$ cat src/rtl/mem_ctrl_if.sv
// Request, response and byte-wide RAM-port bundle for mem_ctrl.
// The controller takes the slave view; the requesters and RAM take the master view.
interface mem_ctrl_if #(
  parameter int unsigned ADDR_W = 32,
  parameter int unsigned DATA_W = 32
);
  logic              if_req;
  logic [ADDR_W-1:0] if_addr;
  logic              if_done;
  logic [DATA_W-1:0] if_data;

  logic              ls_req;
  logic              ls_we;
  logic [1:0]        ls_len;
  logic [ADDR_W-1:0] ls_addr;
  logic [DATA_W-1:0] ls_wdata;
  logic              ls_done;
  logic [DATA_W-1:0] ls_rdata;

  logic              flush;

  logic [ADDR_W-1:0] mem_a;
  logic [7:0]        mem_dout;
  logic              mem_wr;
  logic [7:0]        mem_din;

  modport slave (
    input  if_req, if_addr, ls_req, ls_we, ls_len, ls_addr, ls_wdata, flush, mem_din,
    output if_done, if_data, ls_done, ls_rdata, mem_a, mem_dout, mem_wr
  );

  modport master (
    output if_req, if_addr, ls_req, ls_we, ls_len, ls_addr, ls_wdata, flush, mem_din,
    input  if_done, if_data, ls_done, ls_rdata, mem_a, mem_dout, mem_wr
  );
endinterface

$ cat src/rtl/mem_ctrl.sv
// Arbitrates one byte-wide synchronous-read RAM port between instruction fetch and load/store,
// splitting each 1/2/4-byte access into byte beats and assembling little-endian read data.
module mem_ctrl #(
  parameter int unsigned ADDR_W = 32,
  parameter int unsigned DATA_W = 32
) (
  input logic          clk,
  input logic          rst,
  mem_ctrl_if.slave    bus
);

  typedef enum logic [1:0] {StIdle, StRd, StWr, StDone} state_e;
  typedef enum logic {OwnIf, OwnLs} owner_e;

  state_e            state_q;
  owner_e            owner_q;
  owner_e            last_owner_q;
  logic [1:0]        cnt_q;
  logic [2:0]        len_q;
  logic              prime_q;
  logic [DATA_W-1:0] wdata_q;
  logic [DATA_W-1:0] data_q;

  logic              if_done_q;
  logic [DATA_W-1:0] if_data_q;
  logic              ls_done_q;
  logic [DATA_W-1:0] ls_rdata_q;
  logic [ADDR_W-1:0] mem_a_q;
  logic [7:0]        mem_dout_q;
  logic              mem_wr_q;

  logic              if_eff;
  logic              grant_ls;
  logic              grant_if;
  logic [2:0]        ls_n;
  logic              last_beat;
  logic              more_addr;
  logic [DATA_W-1:0] asm_d;

  always_comb begin
    if_eff   = bus.if_req & ~bus.flush;
    // On a tie the requester that did not own the previous transaction wins.
    grant_ls = bus.ls_req & (~if_eff | (last_owner_q == OwnIf));
    grant_if = if_eff & ~grant_ls;

    unique case (bus.ls_len)
      2'b00:   ls_n = 3'd1;
      2'b01:   ls_n = 3'd2;
      default: ls_n = 3'd4;
    endcase

    last_beat = ({1'b0, cnt_q} == (len_q - 3'd1));
    more_addr = (({1'b0, cnt_q} + 3'd2) < len_q);

    asm_d = data_q;
    asm_d[{cnt_q, 3'b000} +: 8] = bus.mem_din;
  end

  always_ff @(posedge clk) begin
    if (rst) begin
      state_q      <= StIdle;
      owner_q      <= OwnIf;
      last_owner_q <= OwnIf;
      cnt_q        <= '0;
      len_q        <= '0;
      prime_q      <= 1'b0;
      wdata_q      <= '0;
      data_q       <= '0;
      if_done_q    <= 1'b0;
      if_data_q    <= '0;
      ls_done_q    <= 1'b0;
      ls_rdata_q   <= '0;
      mem_a_q      <= '0;
      mem_dout_q   <= '0;
      mem_wr_q     <= 1'b0;
    end else begin
      unique case (state_q)
        StIdle: begin
          if (grant_ls || grant_if) begin
            owner_q      <= grant_ls ? OwnLs : OwnIf;
            last_owner_q <= grant_ls ? OwnLs : OwnIf;
            mem_a_q      <= grant_ls ? bus.ls_addr : bus.if_addr;
            len_q        <= grant_ls ? ls_n : 3'd4;
            cnt_q        <= '0;
            prime_q      <= 1'b1;
            data_q       <= '0;
            if (grant_ls && bus.ls_we) begin
              state_q    <= StWr;
              mem_dout_q <= bus.ls_wdata[7:0];
              mem_wr_q   <= 1'b1;
              wdata_q    <= bus.ls_wdata >> 8;
            end else begin
              state_q    <= StRd;
            end
          end
        end

        StRd: begin
          if (owner_q == OwnIf && bus.flush) begin
            state_q <= StIdle;
          end else if (prime_q) begin
            // First RD cycle only issues address; its byte arrives next cycle.
            prime_q <= 1'b0;
            if (len_q != 3'd1) begin
              mem_a_q <= mem_a_q + ADDR_W'(1);
            end
          end else begin
            data_q <= asm_d;
            if (last_beat) begin
              state_q <= StDone;
              if (owner_q == OwnIf) begin
                if_done_q <= 1'b1;
                if_data_q <= asm_d;
              end else begin
                ls_done_q  <= 1'b1;
                ls_rdata_q <= asm_d;
              end
            end else begin
              cnt_q <= cnt_q + 2'd1;
              if (more_addr) begin
                mem_a_q <= mem_a_q + ADDR_W'(1);
              end
            end
          end
        end

        StWr: begin
          if (last_beat) begin
            mem_wr_q  <= 1'b0;
            ls_done_q <= 1'b1;
            state_q   <= StDone;
          end else begin
            mem_a_q    <= mem_a_q + ADDR_W'(1);
            mem_dout_q <= wdata_q[7:0];
            wdata_q    <= wdata_q >> 8;
            cnt_q      <= cnt_q + 2'd1;
          end
        end

        StDone: begin
          if_done_q <= 1'b0;
          ls_done_q <= 1'b0;
          state_q   <= StIdle;
        end

        default: state_q <= StIdle;
      endcase
    end
  end

  assign bus.if_done  = if_done_q;
  assign bus.if_data  = if_data_q;
  assign bus.ls_done  = ls_done_q;
  assign bus.ls_rdata = ls_rdata_q;
  assign bus.mem_a    = mem_a_q;
  assign bus.mem_dout = mem_dout_q;
  assign bus.mem_wr   = mem_wr_q;

endmodule

$ cat src/flat_wrapper.sv
// flat-port wrapper written by rule: the top's interface ports become plain ports
module mem_ctrl_flat 
#(
  parameter int unsigned ADDR_W = 32,
  parameter int unsigned DATA_W = 32
)
  (clk, rst, bus_if_req, bus_if_addr, bus_ls_req, bus_ls_we, bus_ls_len, bus_ls_addr, bus_ls_wdata, bus_flush, bus_mem_din, bus_if_done, bus_if_data, bus_ls_done, bus_ls_rdata, bus_mem_a, bus_mem_dout, bus_mem_wr);
  mem_ctrl_if #(.ADDR_W(ADDR_W), .DATA_W(DATA_W)) bus_i ();
  input logic clk;
  input logic rst;
  input wire logic [$bits(bus_i.if_req)-1:0] bus_if_req;
  input wire logic [$bits(bus_i.if_addr)-1:0] bus_if_addr;
  input wire logic [$bits(bus_i.ls_req)-1:0] bus_ls_req;
  input wire logic [$bits(bus_i.ls_we)-1:0] bus_ls_we;
  input wire logic [$bits(bus_i.ls_len)-1:0] bus_ls_len;
  input wire logic [$bits(bus_i.ls_addr)-1:0] bus_ls_addr;
  input wire logic [$bits(bus_i.ls_wdata)-1:0] bus_ls_wdata;
  input wire logic [$bits(bus_i.flush)-1:0] bus_flush;
  input wire logic [$bits(bus_i.mem_din)-1:0] bus_mem_din;
  output wire logic [$bits(bus_i.if_done)-1:0] bus_if_done;
  output wire logic [$bits(bus_i.if_data)-1:0] bus_if_data;
  output wire logic [$bits(bus_i.ls_done)-1:0] bus_ls_done;
  output wire logic [$bits(bus_i.ls_rdata)-1:0] bus_ls_rdata;
  output wire logic [$bits(bus_i.mem_a)-1:0] bus_mem_a;
  output wire logic [$bits(bus_i.mem_dout)-1:0] bus_mem_dout;
  output wire logic [$bits(bus_i.mem_wr)-1:0] bus_mem_wr;
  assign bus_i.if_req = bus_if_req;
  assign bus_i.if_addr = bus_if_addr;
  assign bus_i.ls_req = bus_ls_req;
  assign bus_i.ls_we = bus_ls_we;
  assign bus_i.ls_len = bus_ls_len;
  assign bus_i.ls_addr = bus_ls_addr;
  assign bus_i.ls_wdata = bus_ls_wdata;
  assign bus_i.flush = bus_flush;
  assign bus_i.mem_din = bus_mem_din;
  assign bus_if_done = bus_i.if_done;
  assign bus_if_data = bus_i.if_data;
  assign bus_ls_done = bus_i.ls_done;
  assign bus_ls_rdata = bus_i.ls_rdata;
  assign bus_mem_a = bus_i.mem_a;
  assign bus_mem_dout = bus_i.mem_dout;
  assign bus_mem_wr = bus_i.mem_wr;
  mem_ctrl #(.ADDR_W(ADDR_W), .DATA_W(DATA_W)) u_core (.clk(clk), .rst(rst), .bus(bus_i));
endmodule
$ cat config.mk
export PLATFORM = sky130hd
export DESIGN_NAME = mem_ctrl_flat
export DESIGN_NICKNAME = d
export VERILOG_FILES = /design/src/rtl/mem_ctrl_if.sv /design/src/rtl/mem_ctrl.sv /design/src/flat_wrapper.sv
export SDC_FILE = /design/constraint.sdc
export NUM_CORES = 1
export LEC_CHECK = 0
export ABC_AREA = 0
export CORE_UTILIZATION = 45
export DETAILED_ROUTE_END_ITERATION = 12
export PLACE_DENSITY = 0.76
export SYNTH_ARGS = -nofsm -noshare
export SYNTH_HDL_FRONTEND = slang
export SYNTH_SLANG_ARGS = --single-unit
$ cat constraint.sdc
create_clock -name clk -period 3.7 [get_ports clk]
set_clock_uncertainty 0.15 [all_clocks]
set_input_delay 0.74 -clock clk [delete_from_list [all_inputs] [get_ports clk]]
set_output_delay 0.74 -clock clk [all_outputs]
set_load 0.01 [all_outputs]
# After elaboration in Yosys (flattened, before gate mapping)
# Cells that the tools add are included.
# Widths: inputs -> output; s select.
# totals
register_bits	180
wordCells	127
# op_classes
n_addsub	5
magnitude_cmp	1
eq_ne	19
shift	2
muxes	54
bitwise_logic	10
n_reduce_logical	22
# ops
operator	n
$mux 32	14
$pmux 32 s2	2
$pmux 32 s3	1
$add 32x1->32 const B	1
$bwmux 32	1
$shift 8x7->32 const A	1
$shiftx 8x7->32	1
$mux 8	3
$mux 2	9
$pmux 8 s2	1
$reduce_and 4->1	4
$mux 1	15
$reduce_and 5->1	3
$ne 2x1->1 const B	5
$ne 2x2->1 const B	4
$pmux 2 s4	1
$neg 5->7	1
$reduce_and 7->1	1
$ne 3x1->1 const B	2
$ne 3x3->1 const B	2
$not 1->1	6
$pmux 1 s2	3
$pmux 2 s3	1
$pmux 3 s2	1
other kinds (20)	30

# Depth between registers and ports, before layout
# Gate-level depths: netlist of run 1.
# depth
depth_word	10
ltp_mapped	9

# Worst setup path before layout of run 1
# OpenSTA, ideal clock, no wires.
# synth_path
kind	input port to flip-flop
start	input bus_ls_req
end	register u_core.mem_a_q[0] (netlist: u_core.bus.mem_a[0])
setup_ns	0.074
arrival_ns	2.168
path_slack_ns	1.308
path_stages	7
n_path_buf	2
cell_sequence	buf_2 > nand2b_1 > o21ai_2 > or3_4 > buf_6 > or4_1 > a31oi_1
# synth_via
elab_chain_len	6
elab_cells_between_ends	9
classes_between	1 x eq/ne; 3 x mux; 3 x bitwise; 2 x reduce/logical
# synth_rtl
item	line_no	text
start, declared	flat_wrapper.sv:13	input wire logic [$bits(bus_i.ls_req)-1:0] bus_ls_req;
$and 1x1->1 (*)	mem_ctrl.sv:43	grant_ls = bus.ls_req & (~if_eff | (last_owner_q == OwnIf));
$not 1->1	mem_ctrl.sv:44	grant_if = if_eff & ~grant_ls;
$and 1x1->1	mem_ctrl.sv:44	
$logic_or 1x1->1	mem_ctrl.sv:79	if (grant_ls || grant_if) begin
$ne 2x1->1 (no source line)	n/a	
$reduce_and 7->1 (no source line)	n/a	
end signal, assigned	mem_ctrl.sv:82	mem_a_q <= grant_ls ? bus.ls_addr : bus.if_addr;
end signal, assigned	mem_ctrl.sv:105	mem_a_q <= mem_a_q + ADDR_W'(1);
end signal, assigned	mem_ctrl.sv:121	mem_a_q <= mem_a_q + ADDR_W'(1);
end, declared	mem_ctrl.sv:28	logic [ADDR_W-1:0] mem_a_q;
# Every way passes the cells marked *; elsewhere a longest branch is shown, timed or not. The select of a mux whose other input is x is not followed.
# A chain may end at the register's enable or synchronous reset.

# Final worst setup path of run 1
# layout_path
start	register u_core.cnt_q[1]
end	register u_core.mem_a_q[15] (netlist: u_core.bus.mem_a[15])
# layout_via
elab_chain_len	4
elab_cells_between_ends	7
classes_between	1 x add/sub; 1 x order compare; 4 x eq/ne; 1 x reduce/logical
# layout_rtl
item	line_no	text
start, declared	mem_ctrl.sv:18	logic [1:0] cnt_q;
start signal, assigned	mem_ctrl.sv:119	cnt_q <= cnt_q + 2'd1;
start signal, assigned	mem_ctrl.sv:136	cnt_q <= cnt_q + 2'd1;
$add 2x2->3	mem_ctrl.sv:53	more_addr = (({1'b0, cnt_q} + 3'd2) < len_q);
$lt 3x3->1	mem_ctrl.sv:53	
$ne 3x1->1 (no source line)	n/a	
$reduce_and 7->1 (no source line) (*)	n/a	
# Every way passes the cells marked *; elsewhere a longest branch is shown, timed or not.

==> impl_metrics.tcl, run 1 <==
set metrics [dict create \
    fp.dieArea_um2 19400 \
    h-tree-depth 4 \
    post_dp_cell_area_um2 10800 \
    grt_max_degree 116 \
    p_total_uw 7310 \
    multi_input_area_um2 4530 \
    drtPass1Iterations 5 \
    setup_violations 0 \
    synthAdderAreaFrac_pct 2.50 \
    num_rows 49 \
    drc_errors 0 \
    setup-tns-final_ns 0 \
    p_per_area_nw_per_um2 642 \
    num-fill-cells 1616 \
    switching_share_pct 39.4 \
    switchingPower_uw 2880 \
    antenna_found_initial 0 \
    grt_usage_pct 24.9 \
    slowest_stage "o311ai_2" \
    synth_most_common_cell "dfxtp_1" \
    synth-seq-area-share_pct 40.5 \
    path_max_fanout 11 \
    synth_cell_types 72 \
    postLayoutCellArea_um2 11400 \
    crit_chain "inv_1, ha_1, nor2b_1, o21a_1, o311ai_2, nand2_1, o32ai_1" \
    drv_cap 0 \
    synth.top_cell.area_share_pct 40.5 \
    cts.sinks 172 \
    crit_type "flop to flop" \
    routed_wl_um 24600 \
    ys_top_cells_by_count "dfxtp_1, nor2_1, a211oi_1, clkbuf_1, inv_1" \
    synthTopCellsByArea "dfxtp_1, a211oi_1, nor2_1" \
    ff2ff_path_depth 7 \
    period_needed_ns 3.02 \
    clockBufferDepth 2 \
    clock-root-buffer "clkbuf_16" \
    core_area_um2 18200 \
    ys.flop_type "dfxtp_1" \
    cp-end-kind "flop" \
    power.leakage_uw 0.00414 \
    combPwrFrac_pct 41.5 \
    postCtsHoldBufs 0 \
    regToRegSetupSlack_ns 0.68 \
    r2r_end "u_core.bus.mem_a[15]" \
    syn_to_final_growth_pct 34.0 \
    p_seq_share_pct 33.7 \
    cp_num_cells 7 \
    yosys_warnings 0 \
    cp_num_buf_inv 1 \
    muxShareOfSynthArea_pct 5.37 \
    worstPathRequired_ns 3.87 \
    drive_above_1_share_pct 7.40 \
    clock_latency_ns 0.43 \
    die_y_um 139 \
    vdd_drop_max_uv 459 \
    crit_start "u_core.cnt_q[1]" \
    synthesis.area_um2 8500 \
    cts_tree "done" \
    diodes 0 \
    slew_headroom_pct 40.4 \
    postRouteAntennaNets 0 \
    dieWidth_um 139 \
    grt_pass1_vias 7553 \
    synth_compound_area_share_pct 26.4 \
    fin_util_pct 62.6 \
    async_reset_ff_share_pct 0 \
    synthSimpleGateAreaFrac_pct 18.5 \
    yosysTopAreaCell "dfxtp_1" \
    io_pins 219 \
    clock_power_share_pct 24.8 \
    post_cts_resized 0 \
    rsz0062_at_grt "false" \
    gp_congestion 0.883 \
    critPathLaunchType "flop" \
    cp.arrival_ns 3.19 \
    synth_edf_count 0 \
    synth_xor_area_share_pct 0.206 \
    p_int_uw 4430 \
    portBuffers 218 \
    drt_iter0_drc 717 \
    clk_pin_slew_ns 0.07 \
    path_delay_family "compound AO/OA/AOI/OAI gates" \
    outcome "completed" \
    finalCritPeriodShare_pct 81.6 \
    synth.ff_latch_count 172 \
    post-cts-setup-buffer-count 0 \
    min_path_type "flop to flop" \
    initial_utilization_pct 46.7 \
    r2r-start "u_core.cnt_q[1]" \
    overflow 0 \
    vias_per_cell 5.82 \
    numCtsBuffers 17 \
    avgRoutedWirePerCell_um 17.4 \
    max_freq_mhz 331 \
    synth_cells 1002 \
    avgSynthCellArea_um2 8.48 \
    cpPeakStageDelay_ns 0.74 \
    routed-via-count 8246 \
    crit_end "u_core.bus.mem_a[15]" \
    syn_nets 1131 \
    grt_pass1_wl_um 39400 \
    hold_violations 0 \
    seqCellArea_um2 3440 \
    worst_pin_slew_ns 0.887 \
    dp_hpwl_um 17100 \
    fin_nets 1306 \
    drv_slew 0 \
    synth_top_family_by_area "compound AO/OA/AOI/OAI gates" \
]
[cell usage in the layout, fill, tap and decap left out, types with 4 or more instances in the layout]
cell             instances
clkdlybuf4s50_1        217
dfxtp_1                172
nor2_1                 148
a211oi_1               112
inv_1                   56
a21oi_1                 46
a22oi_1                 42
o21ai_0                 37
nor2b_1                 35
mux2i_1                 31
nand2_1                 27
a31oi_1                 22
nand3_1                 21
buf_4                   19
clkbuf_16               17
ha_1                    15
nand4_1                 14
mux2_2                  13
nor3_1                  10
and4_1                   8
and3_1                   8
o32ai_1                  6
o31ai_1                  6
a311oi_1                 6
a31o_2                   5
o311ai_0                 4
or3_1                    4
a41o_1                   4
a21o_1                   4
inv_6                    4
[power groups by stage]
stage	Sequential [uW]	Combinational, uW	Clock [uW]
2_1_floorplan	2480	1980	0
3_3_place_gp	2490	2960	0
3_5_place_dp	2500	3010	0
4_1_cts	2460	3020	1830
5_1_grt	2510	3300	1900
6_report	2460	3040	1810
[layer usage]
metal | wire length, um | share of wire (%) | GRT usage [%]
met1 | 11000 | 45 | 32.5
met2 | 11400 | 46 | 40.6
met3 | 1760 | 7.2 | 5.44
met4 | 414 | 1.7 | 8.71
met5 | 0 | 0 | 0
[worst min-delay path by stage]
stage,start,endpoint,cells after the start
6_report,u_core.bus.mem_wr,u_core.bus.mem_wr,2
5_1_grt,u_core.wdata_q[5],u_core.wdata_q[5],2
4_1_cts,u_core.bus.mem_wr,u_core.bus.mem_wr,2
3_5_place_dp,u_core.data_q[7],u_core.data_q[7],2
3_3_place_gp,u_core.bus.mem_wr,u_core.bus.mem_wr,2
2_1_floorplan,u_core.data_q[0],u_core.data_q[0],2
[logic make-up (layout without fill, tap and decap cells)]
logic type / after synthesis / count (layout)
AOI/OAI and AO/OA: 321 / 321
and+or+nand+nor: 309 / 309
DFF: 172 / 172
buffers and inverters: 137 / 324
muxes: 44 / 44
adders and majority gates: 17 / 17
xor gates and xnor gates: 2 / 2
[cell type report]
class / count / share of cell area (%)
Clock inverter: 13 / 1.36
Clock buffer: 18 / 3.77
Inverter: 56 / 1.85
Sequential cell: 172 / 30.2
Tap cell: 229 / 2.52
Timing Repair Buffer: 237 / 20.5
Multi-Input combinational cell: 693 / 39.8
[per-stage QoR]
step / setup slack (ns) / hold WS [ns] / std cells
6_report: 0.682 / 0.346 / 1418
4_1_cts: 0.722 / 0.347 / 1418
3_5_place_dp: 0.512 / 0.327 / 1387
3_3_place_gp: 0.579 / 0.317 / 1387
5_1_grt: 0.467 / 0.368 / 1418
2_1_floorplan: 1.31 / 0.308 / 1002
[tightest hold or removal path: stages, from the launching register on]
cell and delay, ns:
dfxtp_1 0.31, o21ai_0 0.07, a21oi_1 0.07
[flip-flops by register name (all words and copies together) (netlist names)]
register,count
u_core.data_q,32
u_core.bus.mem_a,32
u_core.owner_q,1
u_core.bus.if_done,1
u_core.bus.mem_dout,8
u_core.bus.ls_rdata,32
u_core.state_q,2
u_core.wdata_q,24
u_core.len_q,3
u_core.cnt_q,2
u_core.bus.mem_wr,1
u_core.bus.ls_done,1
u_core.prime_q,1
u_core.bus.if_data,32
(Power assumes the default switching activity.)
==> inputs of run 2 (changes only) <==
clock period = 2.85 ns   (was 3.7 ns; I/O delays follow)
==> run 2 against run 1 <==
Power rose by 33%. Non-clock buffer count increased by 13. Sequential power grew 29%. Utilization rose by 1.2 points. Clock power increased by 28%. Critical path depth is 1 higher. Register-to-register slack lost 0.48 ns. Sequential share of layout area shrank 0.57 points. Critical path type unchanged. Final cell count rose by 0.99%. Fmax increased by 14%. Worst hold slack got worse by 0.015 ns.
==> impl_metrics.tcl, run 2 (synthesis results as in run 1) <==
set metrics [dict create \
    core_area_um2 18200 \
    fin_hold_ws_ns 0.331 \
    fp.dieArea_um2 19400 \
    avgRoutedWirePerCell_um 17.5 \
    io_pins 219 \
    dieWidth_um 139 \
    cts.sinks 172 \
    num-fill-cells 1547 \
    post_cts_resized 0 \
    p_per_area_nw_per_um2 838 \
    worst_pin_slew_ns 0.825 \
    post-cts-setup-buffer-count 0 \
    drtPass1Iterations 5 \
    critPathLaunchType "flop" \
    holdPathEnd "u_core.bus.mem_wr" \
    clock_latency_ns 0.43 \
    drc_errors 0 \
    regToRegSetupSlack_ns 0.20 \
    mostFrequentLayoutCell "clkdlybuf4s50_1" \
    clockBufferDepth 2 \
    portBuffers 218 \
    cp.arrival_ns 2.82 \
    slew_headroom_pct 45.0 \
    whs_path_depth 2 \
    grt_max_degree 81 \
    dp_cells 1400 \
    finalNonFillerCells 1432 \
    multi_input_area_um2 4540 \
    clock-root-buffer "clkbuf_16" \
    r2r-start "u_core.state_q[1]" \
    clk_pin_slew_ns 0.07 \
    drt_iter0_drc 583 \
    postCtsHoldBufs 0 \
    pre_cts_ws_ns 0.131 \
    numCtsBuffers 17 \
    crit_type "flop to flop" \
    drv_cap 0 \
    diodes 0 \
    finalCritPeriodShare_pct 93.0 \
    cp-end-kind "flop" \
    grt_pass1_wl_um 40400 \
    drv_slew 0 \
    hold_start "u_core.bus.mem_wr" \
    drive_above_1_share_pct 8.56 \
    hold_violations 0 \
    postRouteAntennaNets 0 \
    setup_violations 0 \
    overflow 0 \
    h-tree-depth 4 \
    grt_pass1_vias 7812 \
    num_rows 49 \
    ff2ff_path_depth 8 \
    r2r_end "u_core.bus.mem_a[3]" \
    die_y_um 139 \
    syn_to_final_growth_pct 36.5 \
    worstPathRequired_ns 3.02 \
    power.leakage_uw 0.00424 \
    routed_wl_um 25000 \
    cts_tree "done" \
    grt_usage_pct 25.5 \
    vdd_drop_max_uv 637 \
    path_max_fanout 15 \
    max_freq_mhz 377 \
    setup-tns-final_ns 0 \
    final_cell_mix "clkdlybuf4s50_1, dfxtp_1, nor2_1" \
    antenna_found_initial 0 \
    min_path_type "flop to flop" \
    seqCellArea_um2 3440 \
    outcome "completed" \
    fin_ws_ns 0.200 \
    period_needed_ns 2.65 \
    dp_hpwl_um 17400 \
    gp_congestion 0.879 \
    routed-via-count 8387 \
    fin_nets 1319 \
    fin_util_pct 63.7 \
    vias_per_cell 5.86 \
    initial_utilization_pct 46.7 \
    rsz0062_at_grt "false" \
]
-- run 2: cell count changes in the layout (fill, tap and decap cells not counted), moves of 2 or more --
cell,change
bufinv_16,-2
inv_6,-3
clkinv_8,+6
buf_12,+7
buf_4,+6
clkinv_4,+2
-- run 2: cell type report --
type,instances,share of cell area (%)
Multi-Input combinational cell,693,39.1
Sequential cell,172,29.7
Timing Repair Buffer,250,21.7
Clock buffer,17,3.66
Tap cell,229,2.47
Inverter,56,1.81
Clock inverter,15,1.54
-- run 2: per-stage QoR --
step                      area, um2  total power (uW)
after floorplan                8500              5790
after global placement        11000              7320
after detailed placement      11000              7400
after CTS                     11600              9710
after global routing          11600             10300
final                         11600              9730
-- run 2: worst max-delay path by stage --
stage,cells past startpoint,endpoint,startpoint,slack (ns)
2_1_floorplan,9,u_core.bus.mem_a[31],u_core.cnt_q[1],0.47
3_3_place_gp,6,u_core.bus.mem_a[13],bus_if_req,0.19
3_5_place_dp,9,u_core.wdata_q[9],bus_flush,0.13
4_1_cts,8,u_core.bus.mem_a[3],u_core.state_q[1],0.13
5_1_grt,8,u_core.bus.mem_a[3],u_core.state_q[1],0.07
6_report,8,u_core.bus.mem_a[3],u_core.state_q[1],0.20
-- run 2: routing by layer --
layer  wire (um)  part of all wire [%]  global-route usage, %
met1       11000                    44                   32.8
met2       11700                    47                   41.9
met4         419                   1.7                   8.65
met3        1900                   7.6                   6.09
met5           0                     0                      0
-- run 2: where the power goes --
group / switching (uW) / leakage [uW] / internal [uW]
Clock: 1130 / 0.000290 / 1180
Combinational: 2380 / 0.00255 / 1870
Sequential: 401 / 0.00140 / 2770
Total: 3910 / 0.00424 / 5820
-- run 2: worst max-delay path, cell delays in order (launching register included) --
cell and delay, ns:
dfxtp_1 0.37, inv_1 0.12, ha_1 0.35, nand2b_2 0.22, a2111oi_4 0.46, or3_4 0.27, nor2_1 0.10, buf_12 0.19
a2111oi_0 0.32
==> inputs of run 3 (changes only) <==
PLACE_DENSITY = 0.74   (was 0.76)
==> run 3 against run 2 <==
Wire length rose by 1.2%. Power up 0.52%. Worst hold slack lost 0.084 ns. Die area unchanged. Combinational power hardly changed. Design area barely moved. Sequential power barely moved. Final cell count is 0.21% higher. Critical path type unchanged.
==> impl_metrics.tcl, run 3 (synthesis results as in run 1) <==
set metrics [dict create \
    outcome "completed" \
    critPathLaunchType "flop" \
    drv_slew 0 \
    postLayoutCellArea_um2 11600 \
    rsz0062_at_grt "false" \
    die_y_um 139 \
    clock-root-buffer "clkbuf_16" \
    setup-tns-final_ns 0 \
    grt_pass1_vias 7803 \
    cts.sinks 172 \
    core_area_um2 18200 \
    drive_above_1_share_pct 8.79 \
    routed_wl_um 25300 \
    postRouteAntennaNets 0 \
    hold_start "rst" \
    drv_cap 0 \
    gp_congestion 0.869 \
    cp-end-kind "flop" \
    crit_type "flop to flop" \
    routed-via-count 8462 \
    clk_pin_slew_ns 0.07 \
    portBuffers 218 \
    diodes 0 \
    whs_path_depth 2 \
    drc_errors 0 \
    finalCritPeriodShare_pct 91.0 \
    min_path_type "input pin to flop" \
    fin_nets 1322 \
    period_needed_ns 2.59 \
    worst_pin_slew_ns 0.734 \
    p_total_uw 9780 \
    post_dp_cell_area_um2 11000 \
    p_per_area_nw_per_um2 842 \
    postCtsHoldBufs 0 \
    fp.dieArea_um2 19400 \
    fin_util_pct 63.8 \
    drtPass1Iterations 5 \
    cts_tree "done" \
    numCtsBuffers 17 \
    dieWidth_um 139 \
    h-tree-depth 4 \
    mostFrequentLayoutCell "clkdlybuf4s50_1" \
    avgRoutedWirePerCell_um 17.6 \
    vias_per_cell 5.90 \
    io_pins 219 \
    path_max_fanout 12 \
    initial_utilization_pct 46.7 \
    max_freq_mhz 386 \
    fin_hold_ws_ns 0.247 \
    grt_usage_pct 25.9 \
    slew_headroom_pct 50.6 \
    drt_iter0_drc 685 \
    num_rows 49 \
    grt_pass1_wl_um 40900 \
    hold_violations 0 \
    setup_violations 0 \
    dp_hpwl_um 17500 \
    post-cts-setup-buffer-count 0 \
    clock_latency_ns 0.43 \
    r2r-start "u_core.state_q[1]" \
    cp.arrival_ns 2.76 \
    antenna_found_initial 0 \
    vdd_drop_max_uv 631 \
    holdPathEnd "u_core.bus.mem_a[3]" \
    post_cts_resized 0 \
    power.leakage_uw 0.00425 \
    grt_max_degree 70 \
    overflow 0 \
    syn_to_final_growth_pct 36.6 \
    ff2ff_path_depth 8 \
    regToRegSetupSlack_ns 0.26 \
    final_cell_mix "clkdlybuf4s50_1, dfxtp_1, nor2_1" \
    clockBufferDepth 2 \
    worstPathRequired_ns 3.02 \
    r2r_end "u_core.bus.mem_a[3]" \
]
-- run 3: changes by cell type in the layout (fill, tap and decap cells not counted), sizes merged --
cell,previous run,this run
clkinvlp,1,3
clkinv,10,3
inv,60,64
buf,33,36
bufinv,0,1
-- run 3: report_power, final --
group          switching (uW)  leakage, uW  total, uW  internal [uW]
registers                 403      0.00140       3180           2770
logic                    2370      0.00256       4250           1880
clock network            1100     0.000287       2360           1260
total                    3880      0.00425       9780           5910
-- run 3: layout make-up --
type                       count  area (um2)
timing repair buffer         253        2540
sequential                   172        3440
clock buffer                  17         425
multi-input combinational    693        4530
inverter                      56         210
clock inverter                15         175
fill                        1570        6600
tap                          229         287
-- run 3: worst max-delay path: stages, from the launching register on --
cell and delay, ns:
dfxtp_1 0.36, inv_1 0.12, ha_1 0.33, nand2b_2 0.19
a2111oi_2 0.48, or3_4 0.28, nor2_1 0.08, buf_4 0.18
a2111oi_0 0.32
-- run 3: per-stage QoR --
step | setup WS [ns] | instances
after CTS | 0.241 | 1435
after floorplan | 0.470 | 1002
after detailed placement | 0.146 | 1403
final | 0.256 | 1435
after global placement | 0.175 | 1403
after global routing | 0.0678 | 1435
-- run 3: metal layers --
layer	global-route usage, %	share of wire, %	vias up
met2	42.9	47	381
met5	0	0	-
met1	33.3	44	3972
li1	-	-	4079
met4	8.01	1.4	0
met3	5.92	8.3	30
-- run 3: worst max-delay path by stage --
stage / start / to / slack, ns / cells after the start
global placement: bus_if_req / u_core.bus.mem_a[13] / 0.18 / 6
detailed placement: bus_if_req / u_core.bus.mem_a[13] / 0.15 / 6
global route: u_core.state_q[1] / u_core.bus.mem_a[3] / 0.07 / 8
finish: u_core.state_q[1] / u_core.bus.mem_a[3] / 0.26 / 8
CTS: u_core.state_q[1] / u_core.bus.mem_a[3] / 0.24 / 8
floorplan: u_core.cnt_q[1] / u_core.bus.mem_a[31] / 0.47 / 9
==> RTL edit 1 (settings of run 3) <==
`ADDR_W` is set to 32 in 3 places; all go to 24.
--- a/src/rtl/mem_ctrl_if.sv
+++ b/src/rtl/mem_ctrl_if.sv
@@ -1,7 +1,7 @@
 // Request, response and byte-wide RAM-port bundle for mem_ctrl.
 // The controller takes the slave view; the requesters and RAM take the master view.
 interface mem_ctrl_if #(
-  parameter int unsigned ADDR_W = 32,
+  parameter int unsigned ADDR_W = 24,
   parameter int unsigned DATA_W = 32
 );
   logic              if_req;
--- a/src/rtl/mem_ctrl.sv
+++ b/src/rtl/mem_ctrl.sv
@@ -1,7 +1,7 @@
 // Arbitrates one byte-wide synchronous-read RAM port between instruction fetch and load/store,
 // splitting each 1/2/4-byte access into byte beats and assembling little-endian read data.
 module mem_ctrl #(
-  parameter int unsigned ADDR_W = 32,
+  parameter int unsigned ADDR_W = 24,
   parameter int unsigned DATA_W = 32
 ) (
   input logic          clk,
--- a/src/flat_wrapper.sv
+++ b/src/flat_wrapper.sv
@@ -1,7 +1,7 @@
 // flat-port wrapper written by rule: the top's interface ports become plain ports
 module mem_ctrl_flat 
 #(
-  parameter int unsigned ADDR_W = 32,
+  parameter int unsigned ADDR_W = 24,
   parameter int unsigned DATA_W = 32
 )
   (clk, rst, bus_if_req, bus_if_addr, bus_ls_req, bus_ls_we, bus_ls_len, bus_ls_addr, bus_ls_wdata, bus_flush, bus_mem_din, bus_if_done, bus_if_data, bus_ls_done, bus_ls_rdata, bus_mem_a, bus_mem_dout, bus_mem_wr);
Interface: changed (resized bus_if_addr, bus_ls_addr and bus_mem_a); port bits go from 219 to 195. The function was not compared with the original's and may differ.
==> RTL edit 1 against run 3 <==
- power shrank 3.5%
- worst setup slack got worse by 0.0037 ns
- wire length fell by 18%
- sequential share of layout area up 1.4 points
- largest cell class unchanged
- combinational power is 8.9% lower
- final area down 9.0%
- sequential cell count down 8
- area after synthesis down 10%
- maximum frequency is 0.14% lower
- synthesized cell count decreased by 11%
==> RTL edit 1: results (changes against run 3) <==
Status
  – Status: completed (unchanged)

GRT
  – Initial antenna violation count: 0 (unchanged)
  – Largest net degree at the start of global routing: 85 (was 70)
  – Vias in the first global route: 6632 (was 7803)
  – First-pass GRT wire length: 34.1 mm (was 40.9 mm)
  – Grt total ovfl: 0 (unchanged)
  – Gr usage total: 24.0% (was 25.9%)

Synthesis
  – Dominant cells by area after synthesis: dfxtp_1, a211oi_1, nor2_1 (unchanged)
  – Sequential element share of the synthesized area: 42.9% (was 40.5%)
  – Cell Area, Synth: 7650 sq um (was 8500 sq um)
  – Post-synthesis async set-or-reset flop share: 0% (unchanged)
  – Syn_nets: 1008 (was 1131)
  – List of most frequent post-synthesis cells: dfxtp_1, nor2_1, a211oi_1, a21oi_1, clkbuf_1 (was dfxtp_1, nor2_1, a211oi_1, clkbuf_1, inv_1)
  – Netlist cell types: 60 (was 72)
  – Synth Area per Inst: 8.55 sq um (was 8.48 sq um)

Layout
  – Final-layout clock-cell area share: 6.08% (was 5.17%)
  – Post-layout nets: 1183 (was 1322)
  – Layout area overhead: 38.2% (was 36.6%)
  – Clk_buf instances: 21 (was 17)
  – Buffer share of cell area: 21.3% (was 21.9%)
  – Multi-input gate area: 4030 sq um (was 4530 sq um)
  – FF/Latch Area: 3280 sq um (was 3440 sq um)
  – Share of cells above drive strength 1: 7.94% (was 8.79%)
  – FILL cells: 1438 (was 1570)
  – Logic inverters: 24 (was 56)
  – Buffers outside the clock class: 228 (was 253)
  – Multi-input gates: 635 (was 693)

Placement
  – DP HPWL: 14.2 mm (was 17.5 mm)
  – Post-place setup slack: 0.0278 ns (was 0.146 ns)
  – Placed Cells: 1271 (was 1403)
  – Placed cell areas: 9920 sq um (was 11000 sq um)
  – Gpl congestion: 0.912 (was 0.869)
  – Port bufs: 194 (was 218)

Power
  – Leak Pwr: 3.68 nW (was 4.25 nW)
  – Sw power: 3.54 mW (was 3.88 mW)
  – Max IR drop VDD: 0.658 mV (was 0.631 mV)

Drt
  – WL/cell: 16.0 microns (was 17.6 microns)
  – Via count: 7261 (was 8462)
  – Vias per inst: 5.57 (was 5.90)
  – DRT iter0 DRCs: 454 (was 685)
  – TritonRoute pass-1 iters: 6 (was 5)

Hold path
  – Worst min path class: reg -> reg (was in -> reg)

Timing
  – Hold_ws: 0.327 ns (was 0.247 ns)
  – Fin worst setup slack: 0.252 ns (was 0.256 ns)
  – Final setup fails: 0 (unchanged)
  – Slew Limit Headroom: 40.6% (was 50.6%)

Clock tree
  – Number of clock sinks: 164 (was 172)
  – Num CTS Buffers: 17 (unchanged)
  – Post-CTS setup buffer count: 0 (unchanged)
  – Post-cts sizing count: 1 (was 0)
  – Clock buffer depth: 2 (unchanged)

Setup path
  – Arr. time, crit path: 2.79 ns (was 2.76 ns)
  – Worst Path Max Fanout: 26 (was 12)
[RTL edit 1: cell count changes in the layout (fill, tap and decap cells not counted), moves of 23 or more]
cell                    run 3  this run
a22oi_1                    42         1
a21oi_1                    46        92
clkdlybuf4s50_1           217       193
nor3_1                     10        42
o21ai_0                    37        14
inv_1                      56        24
[RTL edit 1: final timing paths]
path / startpoint / endpoint / cells after the start
setup reg to reg: u_core.state_q[1] / u_core.bus.mem_a[0] / 8
hold reg to reg: u_core.wdata_q[18] / u_core.wdata_q[18] / 1
setup / recovery: u_core.state_q[1] / u_core.bus.mem_a[0] / 8
hold / removal: u_core.wdata_q[18] / u_core.wdata_q[18] / 1
[RTL edit 1: cell families after synthesis]
family                   after synthesis  share of synthesized area, %
AND/OR/NAND/NOR                      300                          19.0
AO/OA/AOI/OAI                        275                          24.6
flip-flops                           164                          42.9
buffers and inverters                 96                          4.91
multiplexers                          41                          5.48
adder cells (fa/ha/maj)               17                          2.78
XOR/XNOR                               2                         0.229
[RTL edit 1: critical path: stages, from the launching register on]
cell      delay (ns)
dfxtp_1         0.40
inv_1           0.12
ha_1            0.31
nor2b_4         0.17
o22a_1          0.23
a2111o_1        0.41
buf_4           0.23
or3_1           0.33
a31oi_1         0.17
[RTL edit 1: layer usage]
layer	vias to the layer above	part of all wire, %	wire (microns)	GRT usage [%]
li1	3621	-	-	-
met1	3313	45	9420	32.1
met2	296	46	9590	37.9
met3	31	7.0	1450	5.73
met4	0	1.7	346	8.24
met5	-	0	0	0
[RTL edit 1: power groups by stage]
stage / Combinational (mW) / Sequential [mW] / Clock, mW
finish: 3.87 / 3.09 / 2.48
global route: 4.24 / 3.14 / 2.62
CTS: 3.87 / 3.08 / 2.52
detailed placement: 3.84 / 3.12 / 0
global placement: 3.80 / 3.12 / 0
floorplan: 2.36 / 3.14 / 0
==> RTL edit 2 (config.mk and constraints of run 3) <==
Made on the original files. Encoding of `state_e`: now one-hot (4 bits for 4 states).
--- a/src/rtl/mem_ctrl.sv
+++ b/src/rtl/mem_ctrl.sv
@@ -9,7 +9,7 @@
   mem_ctrl_if.slave    bus
 );
 
-  typedef enum logic [1:0] {StIdle, StRd, StWr, StDone} state_e;
+  typedef enum logic [3:0] {StIdle = 4'b0001, StRd = 4'b0010, StWr = 4'b0100, StDone = 4'b1000} state_e;
   typedef enum logic {OwnIf, OwnLs} owner_e;
 
   state_e            state_q;
Formal check against the unedited RTL: no difference found for any inputs over 4 cycles, from zero or initial values and one cycle with rst high; so few cycles prove little.
==> RTL edit 2 against run 3 <==
- worst setup slack gained 0.014 ns
- hold slack gained 0.053 ns
- critical endpoint is now u_core.bus.if_data[9]
- synthesized cell count grew 12%
- via count is essentially flat
- largest cell class unchanged
- sequential cell count grew 2
- area after synthesis shrank 3.2%
- final area shrank 2.4%
- wire length shrank 6.7%
Power is not compared: it rests on default switching activity, and its combinational part moved more than twofold at a synthesized area within 25%.
==> RTL edit 2: results (changes against run 3) <==
Synthesis
  – Post-synthesis async set-or-reset flop share: 0% (unchanged)
  – Sequential element share of the synthesized area: 42.3% (was 40.5%)
  – Netlist cell types: 54 (was 72)
  – Main synth FF type: dfxtp_1 (unchanged)
  – Syn_nets: 1241 (was 1131)
  – List of most frequent post-synthesis cells: nand2_1, dfxtp_1, a21oi_1, nor2_1, o21ai_0 (was dfxtp_1, nor2_1, a211oi_1, clkbuf_1, inv_1)
  – Synth Area per Inst: 7.36 sq um (was 8.48 sq um)
  – Yosys warnings: 0 (unchanged)
  – Dominant cells by area after synthesis: dfxtp_1, nand2_1, a21oi_1 (was dfxtp_1, a211oi_1, nor2_1)

Status
  – Status: completed (unchanged)

Clock tree
  – Clock buffer depth: 2 (unchanged)
  – Worst-Skew Late Latency: 0.42 ns
  – Depth of the CTS H-tree: 4 (unchanged)
  – Num CTS Buffers: 17 (unchanged)
  – Post-CTS setup buffer count: 0 (unchanged)
  – Reg clk slew, reported paths: 0.07 ns (about the same)
  – Post-cts sizing count: 0 (unchanged)

GRT
  – Gr usage total: 25.7% (was 25.9%)
  – First-pass GRT wire length: 38.8 mm (was 40.9 mm)
  – Vias in the first global route: 7771 (was 7803)
  – Largest net degree at the start of global routing: 48 (was 70)

Setup path
  – Slowest CP cell: dfxtp_1 (was a2111oi_2)
  – Arr. time, crit path: 2.78 ns (was 2.76 ns)
  – Worst Path Max Fanout: 33 (was 12)

Hold path
  – Worst min path class: reg -> reg (was in -> reg)

Timing
  – Slew of the pin with the lowest slew margin: 0.605 ns (was 0.734 ns)

Layout
  – FILL cells: 1591 (was 1570)
  – # diodes: 0 (unchanged)
  – Post-layout nets: 1435 (was 1322)
  – Share of cells above drive strength 1: 6.04% (was 8.79%)

Job
  – Max-Cap Viols: 0 (unchanged)

Placement
  – DP HPWL: 16.4 mm (was 17.5 mm)
  – Placed Cells: 1522 (was 1403)
  – Placed cell areas: 10800 sq um (was 11000 sq um)
  – Gpl congestion: 0.877 (was 0.869)

Drt
  – Via count: 8463 (was 8462)
  – DRT iter0 DRCs: 555 (was 685)
  – Routed wire length: 23.6 mm (was 25.3 mm)
  – WL/cell: 15.2 microns (was 17.6 microns)
[RTL edit 2: changes by cell type after synthesis, moves of 13 or more]
cell | run 3 | this run
nand3_1 | 21 | 53
nor2_1 | 149 | 121
mux2_2 | 13 | 0
a21oi_1 | 47 | 126
a22oi_1 | 42 | 1
o21ai_0 | 37 | 80
nand2_1 | 27 | 207
a211oi_1 | 112 | 31
nor2b_1 | 35 | 4
nor3_1 | 10 | 63
[RTL edit 2: report_power, final]
group	internal (mW)	switching [mW]
clock	1.25	1.03
sequential	2.54	0.120
combinational	0.475	0.511
total	4.26	1.66
[RTL edit 2: final cells by class]
| type | instances | area share (%) |
|---|---|---|
| Tap cell | 229 | 2.53 |
| Clock inverter | 12 | 1.09 |
| Sequential cell | 174 | 30.7 |
| Inverter | 45 | 1.49 |
| Multi-Input combinational cell | 823 | 38.2 |
| Timing Repair Buffer | 251 | 22.0 |
| Clock buffer | 20 | 3.94 |
[RTL edit 2: worst max-delay path: cells and delay by family (launching register included)]
kind                       cells  cell delay [ns]
AOI/OAI and AO/OA              1             0.17
adders and majority gates      1             0.30
buffers and inverters          3             0.77
DFF                            1             0.48
and+or+nand+nor                3             0.63
[RTL edit 2: kinds of logic after synthesis]
kind of cell / Yosys count / synth area share [%]
xor+xnor: 2 / 0.213
fa+ha+maj: 11 / 1.67
compound gates: 278 / 19.1
simple gates: 503 / 27.5
flops: 174 / 42.3
mux: 29 / 3.53
buf+inv: 121 / 5.60
[RTL edit 2: per-layer routing]
| metal | track usage (%) | vias to the layer above | part of all wire (%) |
|---|---|---|---|
| met5 | 0 | - | 0 |
| met4 | 7.39 | 0 | 1.4 |
| met3 | 4.89 | 26 | 7.1 |
| met2 | 42.7 | 318 | 47 |
| met1 | 33.8 | 3884 | 45 |
| li1 | - | 4235 | - |
[RTL edit 2: worst paths after layout]
path         depth (start not counted)              start                     to  slack, ns
min reg2reg                          2  u_core.data_q[30]      u_core.data_q[30]       0.30
max reg2reg                          8    u_core.cnt_q[0]  u_core.bus.if_data[9]       0.27
min                                  2  u_core.data_q[30]      u_core.data_q[30]       0.30
max                                  8    u_core.cnt_q[0]  u_core.bus.if_data[9]       0.27
[RTL edit 2: through the flow]
stage / utilization, % / worst slack (ns) / hold WS [ns]
3_3_place_gp: 59.9 / 0.133 / 0.287
2_1_floorplan: - / 0.396 / 0.282
4_1_cts: 63.1 / 0.269 / 0.302
6_report: 63.1 / 0.271 / 0.300
5_1_grt: 63.1 / 0.104 / 0.317
3_5_place_dp: 59.9 / 0.0874 / 0.293
